<file path="config.mk">
export PLATFORM = sky130hd
export DESIGN_NAME = arf096b256e1r1w0cbbeheaa4acw_msff_pipe
export DESIGN_NICKNAME = d
export VERILOG_FILES = /design/src/rtl/arf096b256e1r1w0cbbeheaa4acw_msff_pkg.sv /design/src/rtl/arf096b256e1r1w0cbbeheaa4acw_msff_stage.sv /design/src/rtl/arf096b256e1r1w0cbbeheaa4acw_msff_pipe.sv
export SDC_FILE = /design/constraint.sdc
export NUM_CORES = 1
export LEC_CHECK = 0
export ABC_CLOCK_PERIOD_IN_PS = 1900
export CORE_AREA = 8 8 45 47
export CTS_CLUSTER_DIAMETER = 40
export DETAILED_ROUTE_END_ITERATION = 8
export DIE_AREA = 0 0 53 55
export PLACE_DENSITY = 0.56
export SLEW_MARGIN = 20
export SYNTH_ARGS = -nofsm -noshare
export SYNTH_HDL_FRONTEND = slang
export SYNTH_HIERARCHICAL = 1
export SYNTH_SLANG_ARGS = --single-unit
</file>
<file path="constraint.sdc">
create_clock -name clk -period 1.9 [get_ports clk]
set_clock_uncertainty 0.15 [all_clocks]
set_input_delay 0.285 -clock clk [delete_from_list [all_inputs] [get_ports clk]]
set_output_delay 0.285 -clock clk [all_outputs]
set_load 0.01 [all_outputs]
</file>
<file path="src/rtl/arf096b256e1r1w0cbbeheaa4acw_msff_pkg.sv">
`default_nettype none
// +----------------------------------------------------------------------+
// | arf096b256e1r1w0cbbeheaa4acw_msff_pkg: shared pipe constants/helpers |
// | Revision: 1.0                                                        |
// +----------------------------------------------------------------------+
package arf096b256e1r1w0cbbeheaa4acw_msff_pkg;

  localparam int DEF_DWIDTH = 1;
  localparam int DEF_DEPTH  = 2;

  // Width needed to hold an occupancy value in the range 0..depth.
  function automatic int cnt_width(input int depth);
    return $clog2(depth + 1);
  endfunction

endpackage
`default_nettype wire

</file>
<file path="src/rtl/arf096b256e1r1w0cbbeheaa4acw_msff_stage.sv">
`default_nettype none
// +----------------------------------------------------------------------+
// | arf096b256e1r1w0cbbeheaa4acw_msff_stage: one valid+payload pipe stage |
// | Revision: 1.0                                                        |
// +----------------------------------------------------------------------+
module arf096b256e1r1w0cbbeheaa4acw_msff_stage
  import arf096b256e1r1w0cbbeheaa4acw_msff_pkg::*;
#(
  parameter int DWIDTH = DEF_DWIDTH
) (
  input  logic              clk,
  input  logic              rst,
  input  logic              en,
  input  logic              clr,
  input  logic              src_valid,
  input  logic [DWIDTH-1:0] src_data,
  output logic              valid,
  output logic [DWIDTH-1:0] data
);

  // Payload only moves when a real item arrives, so bubbles never toggle data.
  always_ff @(posedge clk or negedge rst) begin
    if (!rst) begin
      valid <= 1'b0;
      data  <= '0;
    end else begin
      if (clr) begin
        valid <= 1'b0;
      end else if (en) begin
        valid <= src_valid;
      end
      if (en && src_valid) begin
        data <= src_data;
      end
    end
  end

endmodule
`default_nettype wire

</file>
<file path="src/rtl/arf096b256e1r1w0cbbeheaa4acw_msff_pipe.sv">
`default_nettype none
// +----------------------------------------------------------------------+
// | arf096b256e1r1w0cbbeheaa4acw_msff_pipe: bubble-collapsing valid pipe  |
// | Revision: 1.0                                                        |
// +----------------------------------------------------------------------+
module arf096b256e1r1w0cbbeheaa4acw_msff_pipe
  import arf096b256e1r1w0cbbeheaa4acw_msff_pkg::*;
#(
  parameter int DWIDTH = DEF_DWIDTH,
  parameter int DEPTH  = DEF_DEPTH
) (
  input  logic                         clk,
  input  logic                         rst,
  input  logic                         flush,
  input  logic                         in_valid,
  output logic                         in_ready,
  input  logic [DWIDTH-1:0]            in_data,
  output logic                         out_valid,
  input  logic                         out_ready,
  output logic [DWIDTH-1:0]            out_data,
  output logic [cnt_width(DEPTH)-1:0]  count
);

  localparam int CW = cnt_width(DEPTH);

  logic [DEPTH-1:0]  v;
  logic [DEPTH-1:0]  acc;
  logic [DEPTH-1:0]  src_v;
  logic [DEPTH-1:0]  v_next;
  logic [DWIDTH-1:0] d     [DEPTH];
  logic [DWIDTH-1:0] src_d [DEPTH];
  logic [CW-1:0]     cnt_next;

  // A stage can take new content if it is empty or everything after it moves.
  always_comb begin
    acc = '0;
    acc[DEPTH-1] = ~v[DEPTH-1] | out_ready;
    for (int i = DEPTH - 2; i >= 0; i--) begin
      acc[i] = ~v[i] | acc[i+1];
    end
  end

  assign in_ready = acc[0] & ~flush;

  for (genvar i = 0; i < DEPTH; i++) begin : g_stage
    if (i == 0) begin : g_first
      assign src_v[i] = in_valid & in_ready;
      assign src_d[i] = in_data;
    end else begin : g_next
      assign src_v[i] = v[i-1];
      assign src_d[i] = d[i-1];
    end

    arf096b256e1r1w0cbbeheaa4acw_msff_stage #(
      .DWIDTH (DWIDTH)
    ) u_stage (
      .clk       (clk),
      .rst       (rst),
      .en        (acc[i]),
      .clr       (flush),
      .src_valid (src_v[i]),
      .src_data  (src_d[i]),
      .valid     (v[i]),
      .data      (d[i])
    );
  end

  // Occupancy is tracked from the same next-state the stages will load.
  always_comb begin
    v_next   = flush ? '0 : ((acc & src_v) | (~acc & v));
    cnt_next = '0;
    for (int i = 0; i < DEPTH; i++) begin
      cnt_next = cnt_next + CW'(v_next[i]);
    end
  end

  always_ff @(posedge clk or negedge rst) begin
    if (!rst) begin
      count <= '0;
    end else begin
      count <= cnt_next;
    end
  end

  assign out_valid = v[DEPTH-1];
  assign out_data  = d[DEPTH-1];

endmodule
`default_nettype wire
</file>
==> impl_metrics.env, run 1 <==
export IMPL_status="completed"
export IMPL_gr_total_overflow=0
export IMPL_synth_nets=31
export IMPL_core_region_area_um2=1384
export IMPL_dp_cells=52
export IMPL_synth_adder_area_share_pct=4.525
export IMPL_ant_nets=0
export IMPL_io_pins=11
export IMPL_start_util_pct=19.98
export IMPL_first_global_vias=239
export IMPL_hp_class="input pin to asynchronous set/reset pin"
export IMPL_die_height_um=55
export IMPL_drtPass1Iterations=2
export IMPL_netlist_instances=24
export IMPL_root_buffer="clkbuf_4"
export IMPL_slowest_delay_ns=0.46
export IMPL_path_cells="clkdlybuf4s50_1 -> and3b_1 -> nor2_1 -> dlygate4sd2_1"
export IMPL_cts_buffers=3
export IMPL_fp_dieW_um=53
export IMPL_cts_sinks=6
export IMPL_synth_top_area_cell="dfrtp_1"
export IMPL_setup_viol=0
export IMPL_rsz0062_at_grt="no"
export IMPL_critPathKind="input pin to primary output"
export IMPL_reg2regPathDepth=5
export IMPL_finalWeightedCongestion=0.6590
export IMPL_cts_tree="yes"
export IMPL_fillCellCount=164
export IMPL_path_buf_inv=2
export IMPL_slew_headroom_pct=82.15
export IMPL_synthSimpleGateAreaFrac_pct=17.65
export IMPL_h_tree_depth=1
export IMPL_final_layout_size_suffix_gt1_share_pct=28.21
export IMPL_grt_max_degree=7
export IMPL_cp_data_required_time_ns=1.46
export IMPL_synth_xor_area_share_pct=0
export IMPL_r2r_start="g_stage[0].u_stage/valid"
export IMPL_p_per_area_nw_per_um2=767.3
export IMPL_final_cell_mix="clkdlybuf4s50_1, dfrtp_1, nand2b_1, a21oi_1, clkbuf_4"
export IMPL_worstPathArrival_ns=1.28
export IMPL_routed_via_count=223
export IMPL_synth_seq_cells=6
export IMPL_path_clk_slew_ns=0.05
export IMPL_synth_top_area_share_pct=54.30
export IMPL_rows=14
export IMPL_route_detailed_drc=0
export IMPL_peakVddDrop_uv=142.8
export IMPL_syn_area_um2=276.5
export IMPL_synth_avg_cell_area_um2=11.52
export IMPL_yosys_warnings=6
export IMPL_cts_setup_buffers=0
export IMPL_avgViaCountPerCell=4.055
export IMPL_wl_um=592
export IMPL_worstMarginPinSlew_ns=0.2669
export IMPL_area_growth_pct=56.56
export IMPL_tns_ns=0
export IMPL_reg2reg_to="g_stage[0].u_stage/data"
export IMPL_crit_cells=4
export IMPL_critPathLaunchType="input pin"
export IMPL_design_area_um2=432.9
export IMPL_synth_area_mux_share_pct=10.86
export IMPL_io_buffers=10
export IMPL_fin_crit_ns=1.713
export IMPL_endpoint="in_ready"
export IMPL_clockBufferDepth=2
export IMPL_cp_top_family="buffers and inverters"
export IMPL_placed_area_um2=411.6
export IMPL_r2r_slack_ns=0.33
export IMPL_fin_cells=55
export IMPL_regArea_um2=150.1
export IMPL_synth_compound_area_share_pct=8.597
export IMPL_fin_crit_sh_pct=90.14
export IMPL_synth_top_family_by_area="simple AND/OR/NAND/NOR gates"
export IMPL_worst_path_max_delay_cell="clkdlybuf4s50_1"
export IMPL_ys_seq_area_share_pct=54.30
export IMPL_antenna_found_initial=0
export IMPL_synthTopCellsByArea="dfrtp_1, mux2_4, nand2b_1, a21oi_1, ha_1"
export IMPL_drv_cap=0
export IMPL_cp_max_fo=2
export IMPL_startpoint="out_ready"
export IMPL_grt_usage_pct=5.321
export IMPL_wire_per_inst_um=10.76
export IMPL_final_nets=48
export IMPL_final_util_pct=31.28
export IMPL_die_area_um2=2915
export IMPL_hold_viol=0
export IMPL_maxSlewViolCount=0
export IMPL_multi_input_area_um2=115.1
export IMPL_insertion_delay_ns=0.25
export IMPL_antenna_cells=0
export IMPL_drt_iter0_drc=1
export IMPL_dp_hpwl_um=486.5
export IMPL_ys_types=12
export IMPL_p_leak_nw=0.1995
export IMPL_fmax_ghz=0.5839
export IMPL_holdWs_ns=0.1249
export IMPL_critPathCaptureType="primary output"
export IMPL_grt_pass1_wl_um=1014
export IMPL_final_common_cell="clkdlybuf4s50_1"
synth_stat cells (all sizes together):
cell type,number
inv,3
ha,1
and3b,1
nor2,1
mux2,2
dfrtp,6
nand2,2
a21oi,4
nor3,1
nand2b,3
what timing repair did:
item,4_1_cts,5_1_grt
hold buffers,0,0
setup endpoints to repair,1,0
resized for setup,1,0
registers in the layout (all words and copies together) (netlist names):
name and count:
count 2, g_stage.u_stage/data 2, g_stage.u_stage/valid 2
area by class of cell:
class,instances,area share [%]
multi-input cells,15,26.59
inverters,3,2.601
flip-flops and latches,6,34.68
clock buffers,3,5.202
repair buffers,12,26.30
well taps,16,4.624
stage by stage:
step | power [mW] | setup slack (ns)
6_report | 0.3322 | 0.1874
2_1_floorplan | 0.1767 | 0.4695
4_1_cts | 0.3386 | 0.1722
3_3_place_gp | 0.2158 | -0.1003
3_5_place_dp | 0.2172 | -0.1000
5_1_grt | 0.3548 | 0.1217
metal layers:
layer	up-vias	part of all wire, %	global-route usage [%]
li1	108	-	-
met2	9	45	7.031
met5	-	0	0
met1	102	37	4.455
met4	0	7.6	9.052
met3	4	10	2.941
worst min-delay path by stage:
stage,from,cells after the start,endpoint
4_1_cts,rst,1,g_stage[1].u_stage/valid
5_1_grt,rst,1,g_stage[1].u_stage/valid
3_3_place_gp,g_stage[1].u_stage/data,1,g_stage[1].u_stage/data
6_report,rst,1,g_stage[1].u_stage/valid
2_1_floorplan,rst,0,count[0]
3_5_place_dp,g_stage[1].u_stage/data,1,g_stage[1].u_stage/data
power breakdown:
group          total [mW]  internal, mW  switching (mW)
Sequential          0.149         0.141         0.00746
Combinational      0.0643        0.0431          0.0213
Clock               0.119        0.0716          0.0476
kinds of logic (layout without fill, tap and decap cells):
logic type               count (synthesis)  count (layout)
AND/OR/NAND/NOR                          8               8
flip-flops                               6               6
AO/OA/AOI/OAI                            4               4
buffers and inverters                    3              18
multiplexers                             2               2
adder cells (fa/ha/maj)                  1               1
(Power assumes the default switching activity.)
==> run 2, diff against run 1 <==
--- a/config.mk
+++ b/config.mk
@@ -6,11 +6,13 @@
 export NUM_CORES = 1
 export LEC_CHECK = 0
 export ABC_CLOCK_PERIOD_IN_PS = 1900
+export CELL_PAD_IN_SITES_DETAIL_PLACEMENT = 1
+export CELL_PAD_IN_SITES_GLOBAL_PLACEMENT = 1
 export CORE_AREA = 8 8 45 47
 export CTS_CLUSTER_DIAMETER = 40
 export DETAILED_ROUTE_END_ITERATION = 8
 export DIE_AREA = 0 0 53 55
-export PLACE_DENSITY = 0.56
+export PLACE_DENSITY = 0.63
 export SLEW_MARGIN = 20
 export SYNTH_ARGS = -nofsm -noshare
 export SYNTH_HDL_FRONTEND = slang
==> impl_metrics.env, run 2 (same netlist as run 1, synthesis figures left out) <==
export IMPL_io_buffers=10
export IMPL_worstPathArrival_ns=1.30
export IMPL_cts_sinks=6
export IMPL_ant_nets=0
export IMPL_final_nets=48
export IMPL_p_leak_nw=0.1995
export IMPL_drv_cap=0
export IMPL_antenna_found_initial=0
export IMPL_peakVddDrop_uv=143.4
export IMPL_design_area_um2=432.9
export IMPL_routed_via_count=232
export IMPL_finalWeightedCongestion=0.7034
export IMPL_avgViaCountPerCell=4.218
export IMPL_wire_per_inst_um=12.35
export IMPL_final_util_pct=31.28
export IMPL_die_height_um=55
export IMPL_hp_class="input pin to asynchronous set/reset pin"
export IMPL_placed_area_um2=411.6
export IMPL_drt_iter0_drc=2
export IMPL_setup_viol=0
export IMPL_insertion_delay_ns=0.24
export IMPL_wl_um=679
export IMPL_die_area_um2=2915
export IMPL_cts_buffers=3
export IMPL_rsz0062_at_grt="no"
export IMPL_slowest_delay_ns=0.47
export IMPL_fin_ws_ns=0.1684
export IMPL_fin_crit_sh_pct=91.13
export IMPL_cp_max_fo=2
export IMPL_path_cells="clkdlybuf4s50_1 -> and3b_1 -> nor2_1 -> dlygate4sd2_1"
export IMPL_drtPass1Iterations=2
export IMPL_critPathKind="input pin to primary output"
export IMPL_grt_max_degree=7
export IMPL_worst_path_max_delay_cell="clkdlybuf4s50_1"
export IMPL_critPathCaptureType="primary output"
export IMPL_path_clk_slew_ns=0.04
export IMPL_cp_data_required_time_ns=1.46
export IMPL_h_tree_depth=1
export IMPL_p_per_area_nw_per_um2=756.0
export IMPL_fin_cells=55
export IMPL_dp_cells=52
export IMPL_fp_dieW_um=53
export IMPL_final_common_cell="clkdlybuf4s50_1"
export IMPL_grt_usage_pct=5.662
export IMPL_first_global_vias=266
export IMPL_maxSlewViolCount=0
export IMPL_status="completed"
export IMPL_cts_tree="yes"
export IMPL_worstMarginPinSlew_ns=0.2589
export IMPL_final_cell_mix="clkdlybuf4s50_1, dfrtp_1, nand2b_1, a21oi_1, clkbuf_4"
export IMPL_fin_crit_ns=1.732
export IMPL_route_detailed_drc=0
export IMPL_critPathLaunchType="input pin"
export IMPL_fillCellCount=163
export IMPL_slew_headroom_pct=82.69
export IMPL_core_region_area_um2=1384
export IMPL_io_pins=11
export IMPL_rows=14
export IMPL_antenna_cells=0
export IMPL_gr_total_overflow=0
export IMPL_start_util_pct=19.98
export IMPL_clockBufferDepth=2
export IMPL_area_growth_pct=56.56
export IMPL_hold_viol=0
export IMPL_final_layout_size_suffix_gt1_share_pct=28.21
export IMPL_fmax_ghz=0.5775
export IMPL_total_power_uw=327.3
export IMPL_reg_top3="count: 2 flops, g_stage.u_stage/data: 2 flops, g_stage.u_stage/valid: 2 flops"
export IMPL_grt_pass1_wl_um=1097
export IMPL_pre_cts_slack_ns=-0.1189
export IMPL_root_buffer="clkbuf_4"
-- run 2: repair_timing --
action | 4_1_cts | 5_1_grt
setup buffers | 0 | 0
endpoints found under the setup margin | 1 | 0
gates resized for setup | 1 | 0
hold endpoints to repair | 0 | 0
hold buffers | 0 | 0
-- run 2: worst max-delay path, delay by kind of cell --
kind                   cells  cell delay [ns]
buffers and inverters      2             0.75
AND/OR/NAND/NOR            2             0.26
-- run 2: layout make-up --
| type | count | area [um^2] | area share, % |
|---|---|---|---|
| sequential | 6 | 150.1 | 34.68 |
| multi-input combinational | 15 | 115.1 | 26.59 |
| timing repair buffer | 12 | 113.9 | 26.30 |
| clock buffer | 3 | 22.52 | 5.202 |
| tap | 16 | 20.02 | 4.624 |
| inverter | 3 | 11.26 | 2.601 |
-- run 2: per-layer routing --
layer / share of wire, % / vias to the layer above / global-route usage [%]
li1: - / 108 / -
met1: 38 / 112 / 4.946
met2: 49 / 10 / 8.008
met3: 10 / 2 / 3.209
met4: 2.8 / 0 / 7.759
met5: 0 / - / 0
-- run 2: final timing paths --
path	to	slack, ns	cells after the start	start
worst min register to register	g_stage[1].u_stage/data	0.37	1	g_stage[1].u_stage/data
worst min-delay path	g_stage[0].u_stage/data	0.13	1	rst
worst max-delay path	in_ready	0.17	4	out_ready
min in group clk	g_stage[1].u_stage/data	0.37	1	g_stage[1].u_stage/data
max in group asynchronous	count[0]	1.26	1	rst
worst max register to register	g_stage[0].u_stage/data	0.29	5	g_stage[0].u_stage/valid
-- run 2: through the flow --
stage	TNS, ns	hold WS (ns)
4_1_cts	0	0.1263
2_1_floorplan	0	-0.1606
6_report	0	0.1297
3_5_place_dp	-0.1876	0.3609
3_3_place_gp	-0.08894	0.3455
5_1_grt	0	0.1377
-- run 2: power by group --
part           leakage (nW)  internal, mW  switching, mW  total [mW]
Clock                0.0138        0.0711         0.0412       0.112
Sequential           0.0774         0.141        0.00834       0.150
Combinational         0.108        0.0431         0.0222      0.0653
==> RTL change: new RTL, flow settings as in run 2 <==
Remove the register `count`: a continuous assignment takes its place, so the output `count` follows one clock earlier.
--- a/src/rtl/arf096b256e1r1w0cbbeheaa4acw_msff_pipe.sv
+++ b/src/rtl/arf096b256e1r1w0cbbeheaa4acw_msff_pipe.sv
@@ -76,9 +76,3 @@
 
-  always_ff @(posedge clk or negedge rst) begin
-    if (!rst) begin
-      count <= '0;
-    end else begin
-      count <= cnt_next;
-    end
-  end
+  assign count = cnt_next;
 
Check against the original RTL: not equivalent (Yosys sat finds a counterexample within 4 cycles, from zero or initial values and one cycle with rst low).
==> RTL change against run 2 <==
- utilization down 1.7 points
- power down 16%
- setup slack worse by 0.094 ns
- sequential share of layout area down 10 points
- final area down 5.5%
- count of clock-buffer cells in the layout unchanged
- global-route usage up 0.20 points
- non-clock buffer count up 4
- routed wire length up 4.4%
- hold slack worse by 0.027 ns
- synthesized area down 18%
- sequential cell count down 2
==> RTL change: results (changes against run 2) <==
Worst setup path
- **maximum cell stage delay along the critical path** 0.39 ns, -0.08 ns
- **Worst Reg-to-Reg Cells** 5, unchanged
- **Worst path slowest cell** dfrtp_1
- **Crit Path Max Fanout** 3, +1
- **capture instance of the worst register-to-register path** g_stage[0].u_stage/data
- **Worst path top cell family by delay** flip-flops
- **Critical R2R Launch** g_stage[1].u_stage/valid
- **crit path kind** reg -> out
- **Critical Path Sink** count[0]
- **setup slack on the worst flop-to-flop path** 0.25 ns, -0.04 ns
- **data arrival time of the worst path** 1.39 ns, +0.09 ns

Global route
- **met1 Resource Use GR** 7.19%, +2.2 points
- **via count of the first global-routing pass** 276, +3.8%
- **global-route wire length before repair** 1260 um, +15%
- **pin count of the biggest net entering global routing** 5, -2
- **GR Util met3** 2.67%, -0.53 points
- **antenna violations before repair** 0, unchanged
- **total routing resource utilization after global routing** 5.86%, +0.20 points

Yosys
- **Avg Cell Area, Syn** 10.3 um2, -11%
- **Area contributors post-synth** dfrtp_1 (44%), mux2_4 (13%), nand2b_1 (8.3%)
- **share of synthesized area occupied by flip-flops and latches** 44.2%, -10 points
- **distinct cell type count after synthesis** 12, unchanged
- **leading cell types by count after synthesis** dfrtp_1 (4), a21oi_1 (3), nand2b_1 (3)
- **Synthesized Nets** 29, -6.5%
- **cell area after synthesis** 226 um2, -18%
- **Syn. warnings** 6, unchanged

Placement
- **instance area after placement** 384 um2, -6.7%
- **cell count after placement** 53, +1.9%
- **GP Congestion** 0.604, -14%
- **IO Port Bufs** 10, unchanged
- **Worst Setup Slack post-DPL** -0.444 ns, -0.325 ns

Final layout
- **Top Registers** g_stage.u_stage/data (2), g_stage.u_stage/valid (2)
- **number of nets in the layout** 50, +4.2%
- **layout cell share with drive strength beyond 1** 43.9%, +16 points
- **final instance count without filler cells** 57, +3.6%
- **ANT cells** 0, unchanged
- **number of inserted filler cells in the final layout** 163, unchanged
- **area taken by flip-flops and latches** 100 um2, -33%

CTS
- **cell at the root of the clock tree** clkbuf_4
- **CTS H-tree lvls** 1, unchanged
- **cts bufs inserted** 3, unchanged
- **PostCTS Resize Cnt** 11, +10
- **maximum buffer depth of the clock tree** 2, unchanged
- **Post-CTS Setup Repair Bufs** 0, unchanged
- **clock-pin slew of the registers on the worst-case setup and hold paths** 0.04 ns, about the same
- **Worst-Skew Late Latency** 0.23 ns

Detailed routing
- **number of violations reported at the end of detailed-routing iteration 0** 3, +1
- **number of nets with antenna violations after routing** 0, unchanged
- **total iterations of the first detailed-routing run** 3, +1
- **Post-Route WL** 709 um, +4.4%
- **mean number of vias per cell** 4.04, -4.3%

Status
- **status** completed

Hold path
- **Min-Delay Path Class** in -> async

STA
- **Worst Setup Slack, final** 0.0748 ns, -0.0936 ns
- **worst slew margin relative to its limit** 82.9%, +0.18 points

Power and ir drop
- **P_leak** 0.197 nW, -1.2%
- **largest voltage drop on the vdd net** 0.153 mV, +6.5%

==> RTL change: cell count changes in the layout (fill, tap and decap cells not counted), sizes merged <==
cell           before  now
buf                 2    8
clkdlybuf4s50       9    6
dfrtp               6    4
dlygate4sd2         1    2
==> RTL change: cells by family (layout without fill, tap and decap cells) <==
kind of cell | Yosys count | after routing | synth area share, %
AO/OA/AOI/OAI | 4 | 4 | 10.5
adder cells (fa/ha/maj) | 1 | 1 | 5.52
buffers and inverters | 3 | 22 | 4.97
flip-flops | 4 | 4 | 44.2
multiplexers | 2 | 2 | 13.3
AND/OR/NAND/NOR | 8 | 8 | 21.5
==> RTL change: how the worst min path moves through the flow <==
stage,endpoint,slack (ns),depth (start not counted)
2_1_floorplan,g_stage[0].u_stage/data,-0.16,0
5_1_grt,g_stage[0].u_stage/data,0.11,1
3_3_place_gp,g_stage[1].u_stage/data,0.34,1
6_report,g_stage[0].u_stage/data,0.10,1
3_5_place_dp,g_stage[1].u_stage/data,0.36,1
4_1_cts,g_stage[0].u_stage/data,0.10,1
==> RTL change: layout make-up <==
type	instances	share of cell area, %
Clock buffer	3	5.50
Timing Repair Buffer	16	33.9
Inverter	3	2.75
Tap cell	16	4.89
Multi-Input combinational cell	15	28.4
Sequential cell	4	24.5
==> RTL change: power by group <==
group	switching, W	total [W]	internal, W	leakage (nW)
combinational	0.0000229	0.0000677	0.0000448	0.133
sequential	0.00000730	0.000104	0.0000966	0.0508
clock	0.0000343	0.000105	0.0000706	0.0138
==> RTL change: per-layer routing <==
| layer | vias up | part of all wire, % |
|---|---|---|
| li1 | 110 | - |
| met1 | 109 | 43 |
| met2 | 11 | 47 |
| met3 | 0 | 9.6 |
| met4 | 0 | 0 |
| met5 | - | 0 |
